<file path="src/rtl/btn_pkg.sv">
// Shared definitions for the button input conditioner.
// Holds the auto-repeat state encoding, the counter width helper and the
// default cycle constants for a 100 MHz system clock.
package btn_pkg;

    typedef enum logic [1:0] {
        IDLE   = 2'd0,
        DELAY  = 2'd1,
        REPEAT = 2'd2
    } rpt_state_t;

    localparam int DEF_DEBOUNCE_CYC = 1_000_000;
    localparam int DEF_REPEAT_DELAY = 50_000_000;
    localparam int DEF_REPEAT_RATE  = 10_000_000;

    // Width wide enough to hold 0 .. max(a,b,c)-1, never narrower than 1 bit.
    function automatic int cnt_width(input int a, input int b, input int c);
        int m;
        m = a;
        if (b > m) m = b;
        if (c > m) m = c;
        return (m < 2) ? 1 : $clog2(m);
    endfunction

endpackage

</file>
<file path="src/rtl/btn_chan.sv">
// One button channel: 2-flop synchroniser, consecutive-sample debounce,
// registered press/release pulses and, when AUTOREPEAT_EN is defined,
// a hold auto-repeat FSM that adds extra press pulses.
module btn_chan
    import btn_pkg::*;
#(
    parameter int DEBOUNCE_CYC = DEF_DEBOUNCE_CYC,
    parameter int REPEAT_DELAY = DEF_REPEAT_DELAY,
    parameter int REPEAT_RATE  = DEF_REPEAT_RATE
) (
    input  logic clk,
    input  logic rst,
    input  logic btn_raw,
    output logic btn_level,
    output logic btn_press,
    output logic btn_release
);

    localparam int            CW      = cnt_width(DEBOUNCE_CYC, REPEAT_DELAY, REPEAT_RATE);
    localparam logic [CW-1:0] DB_LAST = CW'(DEBOUNCE_CYC - 1);

    logic          sync_q1;
    logic          sync_q2;
    logic [CW-1:0] cnt;
    logic          mismatch;
    logic          accept;
    logic          rise;
    logic          fall;
    logic          press_d;

    assign mismatch = (sync_q2 != btn_level);
    assign accept   = mismatch && (cnt == DB_LAST);
    assign rise     = accept && !btn_level;
    assign fall     = accept && btn_level;

    // Bring the asynchronous button into the clock domain through two flops.
    always_ff @(posedge clk or posedge rst) begin
        if (rst) begin
            sync_q1 <= 1'b0;
            sync_q2 <= 1'b0;
        end else begin
            sync_q1 <= btn_raw;
            sync_q2 <= sync_q1;
        end
    end

    // Count consecutive mismatched samples; accept the new level after enough of them.
    always_ff @(posedge clk or posedge rst) begin
        if (rst) begin
            cnt       <= '0;
            btn_level <= 1'b0;
        end else if (!mismatch) begin
            cnt <= '0;
        end else if (accept) begin
            cnt       <= '0;
            btn_level <= ~btn_level;
        end else begin
            cnt <= cnt + CW'(1);
        end
    end

`ifdef AUTOREPEAT_EN
    localparam logic [CW-1:0] RD_LAST = CW'(REPEAT_DELAY - 1);
    localparam logic [CW-1:0] RR_LAST = CW'(REPEAT_RATE - 1);

    rpt_state_t    state;
    rpt_state_t    state_nx;
    logic [CW-1:0] rcnt;
    logic [CW-1:0] rcnt_nx;
    logic          rpt_pulse;

    // Auto-repeat state and interval counter registers.
    always_ff @(posedge clk or posedge rst) begin
        if (rst) begin
            state <= IDLE;
            rcnt  <= '0;
        end else begin
            state <= state_nx;
            rcnt  <= rcnt_nx;
        end
    end

    // Hold timing: long initial delay, then a steady repeat; an accepted fall always wins.
    always_comb begin
        state_nx  = state;
        rcnt_nx   = '0;
        rpt_pulse = 1'b0;
        case (state)
            IDLE: begin
                if (rise) state_nx = DELAY;
            end
            DELAY: begin
                if (fall) begin
                    state_nx = IDLE;
                end else if (rcnt == RD_LAST) begin
                    rpt_pulse = 1'b1;
                    state_nx  = REPEAT;
                end else begin
                    rcnt_nx = rcnt + CW'(1);
                end
            end
            REPEAT: begin
                if (fall) begin
                    state_nx = IDLE;
                end else if (rcnt == RR_LAST) begin
                    rpt_pulse = 1'b1;
                end else begin
                    rcnt_nx = rcnt + CW'(1);
                end
            end
            default: state_nx = IDLE;
        endcase
    end

    assign press_d = rise | rpt_pulse;
`else
    assign press_d = rise;
`endif

    // Event pulses land on the same edge the debounced level changes.
    always_ff @(posedge clk or posedge rst) begin
        if (rst) begin
            btn_press   <= 1'b0;
            btn_release <= 1'b0;
        end else begin
            btn_press   <= press_d;
            btn_release <= fall;
        end
    end

endmodule

</file>
<file path="src/rtl/btn_input_ctrl.sv">
// N-channel button input conditioner: one btn_chan per button plus the
// combined any_level flag. Define AUTOREPEAT_EN to enable hold auto-repeat.
module btn_input_ctrl
    import btn_pkg::*;
#(
    parameter int N_CH         = 5,
    parameter int DEBOUNCE_CYC = DEF_DEBOUNCE_CYC,
    parameter int REPEAT_DELAY = DEF_REPEAT_DELAY,
    parameter int REPEAT_RATE  = DEF_REPEAT_RATE
) (
    input  logic            clk,
    input  logic            rst,
    input  logic [N_CH-1:0] btn_raw,
    output logic [N_CH-1:0] btn_level,
    output logic [N_CH-1:0] btn_press,
    output logic [N_CH-1:0] btn_release,
    output logic            any_level
);

    for (genvar i = 0; i < N_CH; i++) begin : g_chan
        btn_chan #(
            .DEBOUNCE_CYC(DEBOUNCE_CYC),
            .REPEAT_DELAY(REPEAT_DELAY),
            .REPEAT_RATE (REPEAT_RATE)
        ) u_chan (
            .clk        (clk),
            .rst        (rst),
            .btn_raw    (btn_raw[i]),
            .btn_level  (btn_level[i]),
            .btn_press  (btn_press[i]),
            .btn_release(btn_release[i])
        );
    end

    assign any_level = |btn_level;

endmodule

</file>
<file path="config.mk">
export PLATFORM = sky130hd
export DESIGN_NAME = btn_input_ctrl
export DESIGN_NICKNAME = d
export VERILOG_FILES = /design/src/rtl/btn_pkg.sv /design/src/rtl/btn_chan.sv /design/src/rtl/btn_input_ctrl.sv
export SDC_FILE = /design/constraint.sdc
export NUM_CORES = 1
export LEC_CHECK = 0
export ABC_AREA = 1
export ABC_CLOCK_PERIOD_IN_PS = 5620
export BUFFER_PORTS_ARGS = -buffer_cell sky130_fd_sc_hd__buf_2
export CAP_MARGIN = 20
export CORE_UTILIZATION = 40
export CTS_CLUSTER_SIZE = 12
export DETAILED_ROUTE_END_ITERATION = 10
export MAX_ROUTING_LAYER = met4
export PLACE_DENSITY = 0.66
export SLEW_MARGIN = 30
export SYNTH_ARGS = -nofsm -noshare
export SYNTH_HDL_FRONTEND = slang
export SYNTH_SLANG_ARGS = --single-unit
</file>
<file path="constraint.sdc">
create_clock -name clk -period 5.62 [get_ports clk]
set_input_delay 0.562 -clock clk [delete_from_list [all_inputs] [get_ports clk]]
set_output_delay 0.562 -clock clk [all_outputs]
set_load 0.02 [all_outputs]
</file>
# After elaboration in Yosys (flattened, before gate mapping)
# Index checks and enable logic that the tools add are counted.
dict set report totals {
  regBits 155
  latch_bits 0
  ramBits 0
  rom_bits 0
  inputBits 7
  out_inout_bits 16
  wordCells 86
  memories 0
}
dict set report classes {
  addsub 5
  mul 0
  div 0
  order_cmp 0
  n_eq_ne 10
  shifts 0
  mux 10
  n_bitwise 5
  n_reduce_logical 26
}
# operator n
set ops {}
lappend ops {{2-to-1 mux 26 bit} 10}
lappend ops {{adder 26 x 1 -> 26 bit (second input constant)} 5}
lappend ops {{== test 26 x 20 -> 1 bit (second input constant)} 5}
lappend ops {{logical AND 1 bit} 15}
lappend ops {{AND reduction 2 bit} 5}
lappend ops {{logical NOT 1 bit} 5}
lappend ops {{!= test 1 bit} 5}
lappend ops {{NOT 1 bit} 5}
lappend ops {{OR reduction 5 bit} 1}

# Longest topological paths before layout
# Gate-level depths: netlist of the first run.
dict set report depth {
  ltp_word 4
  mapped_depth 9
  mapped_depth_nobuf 9
}

# Cells and area by module
# From an unflattened synthesis of the first run, not the netlist that was laid out.
dict set report unflattened {
  cells_unflattened 1239
  hier_area_um2 8874.8
}
# mod n_inst cells_each area_per_inst_um2 seq_area_each_um2
set modules_own_cells {}
lappend modules_own_cells {btn_chan 5 247 1771.7 775.7}
lappend modules_own_cells {btn_input_ctrl 1 4 16.3 0.0}

# Worst setup path after synthesis of the first run
# OpenSTA, ideal clock, no wires.
dict set report synth_path {
  path_kind {register to register}
  start {register g_chan[0].u_chan.cnt[0]}
  end {register g_chan[0].u_chan.btn_level}
  setup_ns 0.126
  t_arrival_ns 1.300
  t_required_ns 5.494
  slack_ns 4.194
  stages_incl_launch_ff 8
  n_path_buf 0
  period_less_slack_ns 1.426
  path_cell_list {dfrtp_1 ha_1 inv_1 nor2_8 nand3_2 nor2_2 nand2_4 xor2_1}
}
dict set report synth_via {
  elab_chain_cells 3
}
# item line
set synth_lines {}
lappend synth_lines {{from (decl)} btn_chan.sv:24} ;# logic [CW-1:0] cnt;
lappend synth_lines {{from (signal assigned)} btn_chan.sv:58} ;# cnt <= cnt + CW'(1);
lappend synth_lines {{== test 26 x 20 -> 1 bit} btn_chan.sv:32} ;# assign accept = mismatch && (cnt == DB_LAST);
lappend synth_lines {{logical AND 1 bit} btn_chan.sv:32}
lappend synth_lines {{AND reduction 2 bit (no line)} --}
lappend synth_lines {{to (signal assigned)} btn_chan.sv:56} ;# btn_level <= ~btn_level;
lappend synth_lines {{to (decl)} btn_chan.sv:14} ;# output logic btn_level,
# No other way between the ends.
# A chain may end at the register's enable or synchronous reset.

# Final worst setup path of the first run
dict set report layout_path {
  start {register g_chan[0].u_chan.btn_level}
  end {output any_level}
}
dict set report layout_via {
  elab_chain_cells 1
}
# item line
set layout_lines {}
lappend layout_lines {{OR reduction 5 bit} btn_input_ctrl.sv:35} ;# assign any_level = |btn_level;
lappend layout_lines {{to (decl)} btn_input_ctrl.sv:17} ;# output logic any_level
# No other way between the ends.

==> results of run 1 <==
==> kinds of logic after synthesis <==
| kind of cell | share of synthesized area, % |
|---|---|
| and+or+nand+nor | 39.3 |
| adders and majority gates | 1.40 |
| DFF | 43.5 |
| buffers and inverters | 7.35 |
| AOI/OAI and AO/OA | 0.561 |
| xor gates and xnor gates | 7.86 |
==> state kept, by name (all words and copies together) (netlist names) <==
name / cells
g_chan.u_chan.btn_press: 5
g_chan.u_chan.btn_release: 5
g_chan.u_chan.btn_level: 5
g_chan.u_chan.cnt: 130
g_chan.u_chan.sync_q2: 5
g_chan.u_chan.sync_q1: 5
==> cell usage after synthesis (all sizes together) <==
cell type  number
nand2         360
inv           138
dfrtp         155
nand3b          4
nand4           2
xnor2          24
buf            20
nor2          355
xor2           56
nor3            5
a21oi          10
and2            5
nand3          75
ha             10
==> final timing paths <==
kind / to / cells past startpoint / slack, ns
max in group asynchronous: g_chan[0].u_chan.cnt[7]$_DFF_PP0_ / 3 / 4.24
setup reg to reg: g_chan[2].u_chan.cnt[9]$_DFF_PP0_ / 8 / 4.02
setup / recovery: any_level / 3 / 3.62
hold reg to reg: g_chan[3].u_chan.sync_q2$_DFF_PP0_ / 0 / 0.35
min in group clk: g_chan[3].u_chan.sync_q1$_DFF_PP0_ / 1 / 0.24
hold / removal: g_chan[2].u_chan.cnt[24]$_DFF_PP0_ / 2 / 0.24
==> cell type report <==
class | count | area (um^2)
clock buffer | 18 | 439
clock inverter | 12 | 124
fill | 2160 | 12000
inverter | 138 | 526
multi-input combinational | 906 | 4380
sequential | 155 | 3880
tap | 280 | 350
timing repair buffer | 23 | 118
==> layer usage <==
| metal | vias to the layer above | share of wire, % | track usage [%] |
|---|---|---|---|
| met2 | 103 | 48 | 30.8 |
| li1 | 3695 | - | - |
| met5 | - | 0 | - |
| met4 | 0 | 1.8 | 5.65 |
| met3 | 27 | 2.7 | 4.04 |
| met1 | 3337 | 47 | 22.5 |
==> power breakdown <==
group          switching (W)  leakage [nW]  internal [W]  total [W]
clock               0.000461         0.270      0.000657    0.00112
combinational      0.0000557          1.88     0.0000184  0.0000742
sequential         0.0000126          2.13       0.00113    0.00114
total               0.000529          4.28       0.00180    0.00233
==> stage by stage <==
stage	total power, W	util [%]
5_1_grt	0.00242	45.0
4_1_cts	0.00236	45.0
3_3_place_gp	0.00124	42.4
3_5_place_dp	0.00124	42.4
2_1_floorplan	0.00122	-
6_report	0.00233	45.0
==> critical path: cells and delay by family, from the launching register on <==
kind	cells	cell delay, ns
buffers and inverters	1	0.17
AND/OR/NAND/NOR	2	0.37
flip-flops	1	0.46
==> results.cfg, run 1 <==
[layout]
areaGrowthSynthToFinish_pct = 10.1
n_antenna_cell = 0
finalInstanceArea_um2 = 9820
final_cells = 1532
final_common_cell = nand2_1
fin_nets = 1258
drive_gt1_share_pct = 11.7
final_cell_mix = nand2_1 (333), nor2_1 (301), dfrtp_1 (155)

[placed_design]
port_buffers = 22
place_area_um2 = 9250
detailed_place_hpwl_um = 13900
dp_slack_ns = 3.72
place.gp.congestion = 0.898
dpl.cell_count = 1502

[global_route]
grt_pass1_wl_um = 32100
grt_pass1_vias = 6962
grt-ovfl-total = 0
grt_max_degree = 113
grt_usage_pct = 18.6
antenna_found_initial = 0

[critical_path]
critPathLaunch = g_chan[0].u_chan.btn_level$_DFFE_PP0P_
critPathArrivalTime_ns = 1.43
crit_path_cell_trace = nor3_1, nand3_1, buf_2
cpMaxStageDelayCell = dfrtp_1
cp-end-kind = output pin
crit_path_max_fanout = 5
cp-start-kind = flip-flop
crit_type = reg2out
r2r-start = g_chan[2].u_chan.cnt[0]$_DFF_PP0_
crit_required_ns = 5.06
cp_slowest_stage_delay_ns = 0.46

[route]
detail-route-antenna-nets = 0
viasPerCell = 4.67
initialDrtViolationCount = 269
num_vias = 7162
drt_pass1_iterations = 4
routedWlPerCell_um = 12.4
wirelength_um = 19000
drc = 0

[timing]
worst_pin_slew_ns = 0.792
fin_setup_tns_ns = 0
finalSetupViolations = 0
worst_slack_ns = 3.62
fmax_mhz = 501
hold_violations = 0
fin_crit_sh_pct = 35.5
whs_ns = 0.237
period_needed_ns = 2.00
clock_skew_ns = 0.00902
drv_slew = 0
slew_headroom_pct = 47.2
rsz0062_at_grt = false

[floorplanning]
initial_core_util_pct = 40.9
io_pins = 23
coreArea_um2 = 21800
die_w_um = 151
rows = 54
die-height_um = 151
die-area_um2 = 22900

[clock_network]
h-tree-depth = 4
clockRootBuffer = clkbuf_16
cts_buffer_depth = 2
numCtsBuffers = 17
holdBufCountCts = 0
post_cts_buffers = 0
cts_tree = built
cts_sinks = 155
clk_latency_ns = 0.43
cts_resized = 0
clkTransAtPathRegs_ns = 0.06

[logic_synthesis]
synth-seq-cells = 155
yosys_warnings = 0
synthTopCellsByArea = dfrtp_1 (44%), nand2_1 (14%), nor2_1 (13%), xor2_1 (5.5%), inv_1 (5.5%)
synth_cells = 1219
ys_seq_area_share_pct = 43.5
synth_top_cell_by_area = dfrtp_1
synth_nets = 1236
synth.avg_cell_area_um2 = 7.31
netlist.area_leader.share_pct = 43.5
syn_area_um2 = 8920
synth.distinct_cells = 23

[pwr]
ir_drop_uv = 142
p_leak_nw = 4.28
power_density_nw_per_um2 = 238

[status]
outcome = completed

[run]
cap_violations = 0

[hold_path]
hp-class = in2async
(Power assumes the default switching activity.)
==> inputs of run 2 (changes only) <==
--- a/config.mk
+++ b/config.mk
@@ -6,7 +6,7 @@
 export NUM_CORES = 1
 export LEC_CHECK = 0
 export ABC_AREA = 1
-export ABC_CLOCK_PERIOD_IN_PS = 5620
+export ABC_CLOCK_PERIOD_IN_PS = 1900
 export BUFFER_PORTS_ARGS = -buffer_cell sky130_fd_sc_hd__buf_2
 export CAP_MARGIN = 20
 export CORE_UTILIZATION = 40
==> constraint.sdc (replaced) <==
create_clock -name clk -period 1.9 [get_ports clk]
set_input_delay 0.19 -clock clk [delete_from_list [all_inputs] [get_ports clk]]
set_output_delay 0.19 -clock clk [all_outputs]
set_load 0.02 [all_outputs]
==> run 2 against run 1 <==
  * Final area is 1.5% higher
  * Largest cell class unchanged
  * Clock-buffer cell count is 1 higher
  * Wire length rose by 2.0%
  * Clock skew up 0.0012 ns
  * Critical path type unchanged
  * Sequential power rose to 3.0 times the previous value
  * Utilization is 0.67 points higher
  * Total power rose to 3.0 times the previous value
  * Setup slack got worse by 3.3 ns
==> results.cfg, run 2 (synthesis results as in run 1) <==
[clock_network]
post_cts_buffers = 0
cts_resized = 0
cts_buffer_depth = 2
cts_tree = built
numCtsBuffers = 17
cts_sinks = 155
clk_latency_ns = 0.43
h-tree-depth = 4
clockRootBuffer = clkbuf_16
clkTransAtPathRegs_ns = 0.06

[timing]
worst_slack_ns = 0.286
finalSetupViolations = 0
rsz0062_at_grt = false
hold_violations = 0
fin_setup_tns_ns = 0
slew_headroom_pct = 61.0
worst_pin_slew_ns = 0.584
fin_crit_sh_pct = 84.9
drv_slew = 0
period_needed_ns = 1.61
clock_skew_ns = 0.0102
fmax_mhz = 620

[pwr]
ir_drop_uv = 489
total_power_w = 0.00690
power_density_nw_per_um2 = 692
p_leak_nw = 4.34

[critical_path]
cpMaxStageDelayCell = dfrtp_1
crit_type = reg2out
cp_top_family = flip-flops
cp_slowest_stage_delay_ns = 0.48
cp-end-kind = output pin
crit_required_ns = 1.71
critical_path_buf_inv_count = 1
crit_path_max_fanout = 5
cp-start-kind = flip-flop
critPathArrivalTime_ns = 1.42
crit_path_cell_trace = nor3_1, nand3_1, buf_2

[placed_design]
dp_slack_ns = 0.339
place.gp.congestion = 0.918
port_buffers = 22
detailed_place_hpwl_um = 14600

[route]
wirelength_um = 19400
drc = 0
drt_pass1_iterations = 4
viasPerCell = 4.66
routedWlPerCell_um = 12.5
num_vias = 7213
initialDrtViolationCount = 498
detail-route-antenna-nets = 0

[global_route]
grt_usage_pct = 19.4
antenna_found_initial = 0
grt_pass1_vias = 7116
grt_pass1_wl_um = 33700
grt_max_degree = 46
grt-ovfl-total = 0

[layout]
largest_reg_flops = 130
n_antenna_cell = 0
drive_gt1_share_pct = 12.2
final_cell_mix = nand2_1 (333), nor2_1 (301), dfrtp_1 (155)
fin_nets = 1271
areaGrowthSynthToFinish_pct = 11.7
final_util_pct = 45.7
final_common_cell = nand2_1
registers.top_by_ff_count = g_chan.u_chan.cnt

[floorplanning]
initial_core_util_pct = 40.9
coreArea_um2 = 21800
io_pins = 23
die_w_um = 151
rows = 54
die-height_um = 151
die-area_um2 = 22900

[hold_path]
hp-class = in2async

[status]
outcome = completed

[run]
cap_violations = 0
[run 2: cell count changes in the layout (fill, tap and decap cells not counted)]
cell           before  now
buf_4               1    5
inv_8               1    0
clkbuf_1            0    1
clkinv_2            5    3
bufinv_16           2    1
inv_6               1    2
dlygate4sd3_1       0    6
clkinv_4            0    4
buf_12              0    3
[run 2: metal layers]
metal  track usage (%)  up-vias  part of all wire [%]
met5                 -        -                     0
met4              5.45        0                   1.3
met3              3.80       20                   4.2
met2              29.8      136                    46
met1              25.8     3336                    48
li1                  -     3721                     -
[run 2: path summary, 6_finish.rpt]
check                           cells past startpoint                                    from                            endpoint  slack [ns]
worst max-delay path                                3  g_chan[0].u_chan.btn_level$_DFFE_PP0P_                           any_level        0.29
worst min-delay path                                3                                     rst   g_chan[4].u_chan.cnt[7]$_DFF_PP0_        0.34
worst max register to register                      8       g_chan[3].u_chan.cnt[0]$_DFF_PP0_   g_chan[3].u_chan.cnt[3]$_DFF_PP0_        0.31
worst min register to register                      0      g_chan[3].u_chan.sync_q1$_DFF_PP0_  g_chan[3].u_chan.sync_q2$_DFF_PP0_        0.35
max in group asynchronous                           4                                     rst   g_chan[2].u_chan.cnt[0]$_DFF_PP0_        0.92
min in group clk                                    0      g_chan[3].u_chan.sync_q1$_DFF_PP0_  g_chan[3].u_chan.sync_q2$_DFF_PP0_        0.35
[run 2: what timing repair did]
action | in CTS | in global routing
hold buffers | 6 | 0
endpoints found under the hold margin | 20 | 0
setup endpoints to repair | 0 | 0
[run 2: power breakdown]
group / leakage, nW / switching [W] / internal (W)
logic: 1.94 / 0.000170 / 0.0000803
registers: 2.13 / 0.0000379 / 0.00334
clock network: 0.270 / 0.00143 / 0.00184
total: 4.34 / 0.00164 / 0.00526
[run 2: layout make-up]
cell class,instances,area (um^2)
sequential,155,3880
clock inverter,13,120
timing repair buffer,36,268
tap,280,350
clock buffer,19,443
fill,2168,11900
multi-input combinational,906,4380
inverter,138,522
[run 2: worst min-delay path, delay by kind of cell]
family | cells | cell delay (ns)
buffers and inverters | 3 | 1.00
[run 2: per-stage QoR]
step	hold WS, ns	area, um^2	std cells
2_1_floorplan	0.221	8920	1219
3_3_place_gp	0.251	9340	1509
3_5_place_dp	0.250	9340	1509
4_1_cts	0.339	9960	1547
5_1_grt	0.368	9960	1547
6_report	0.341	9960	1547
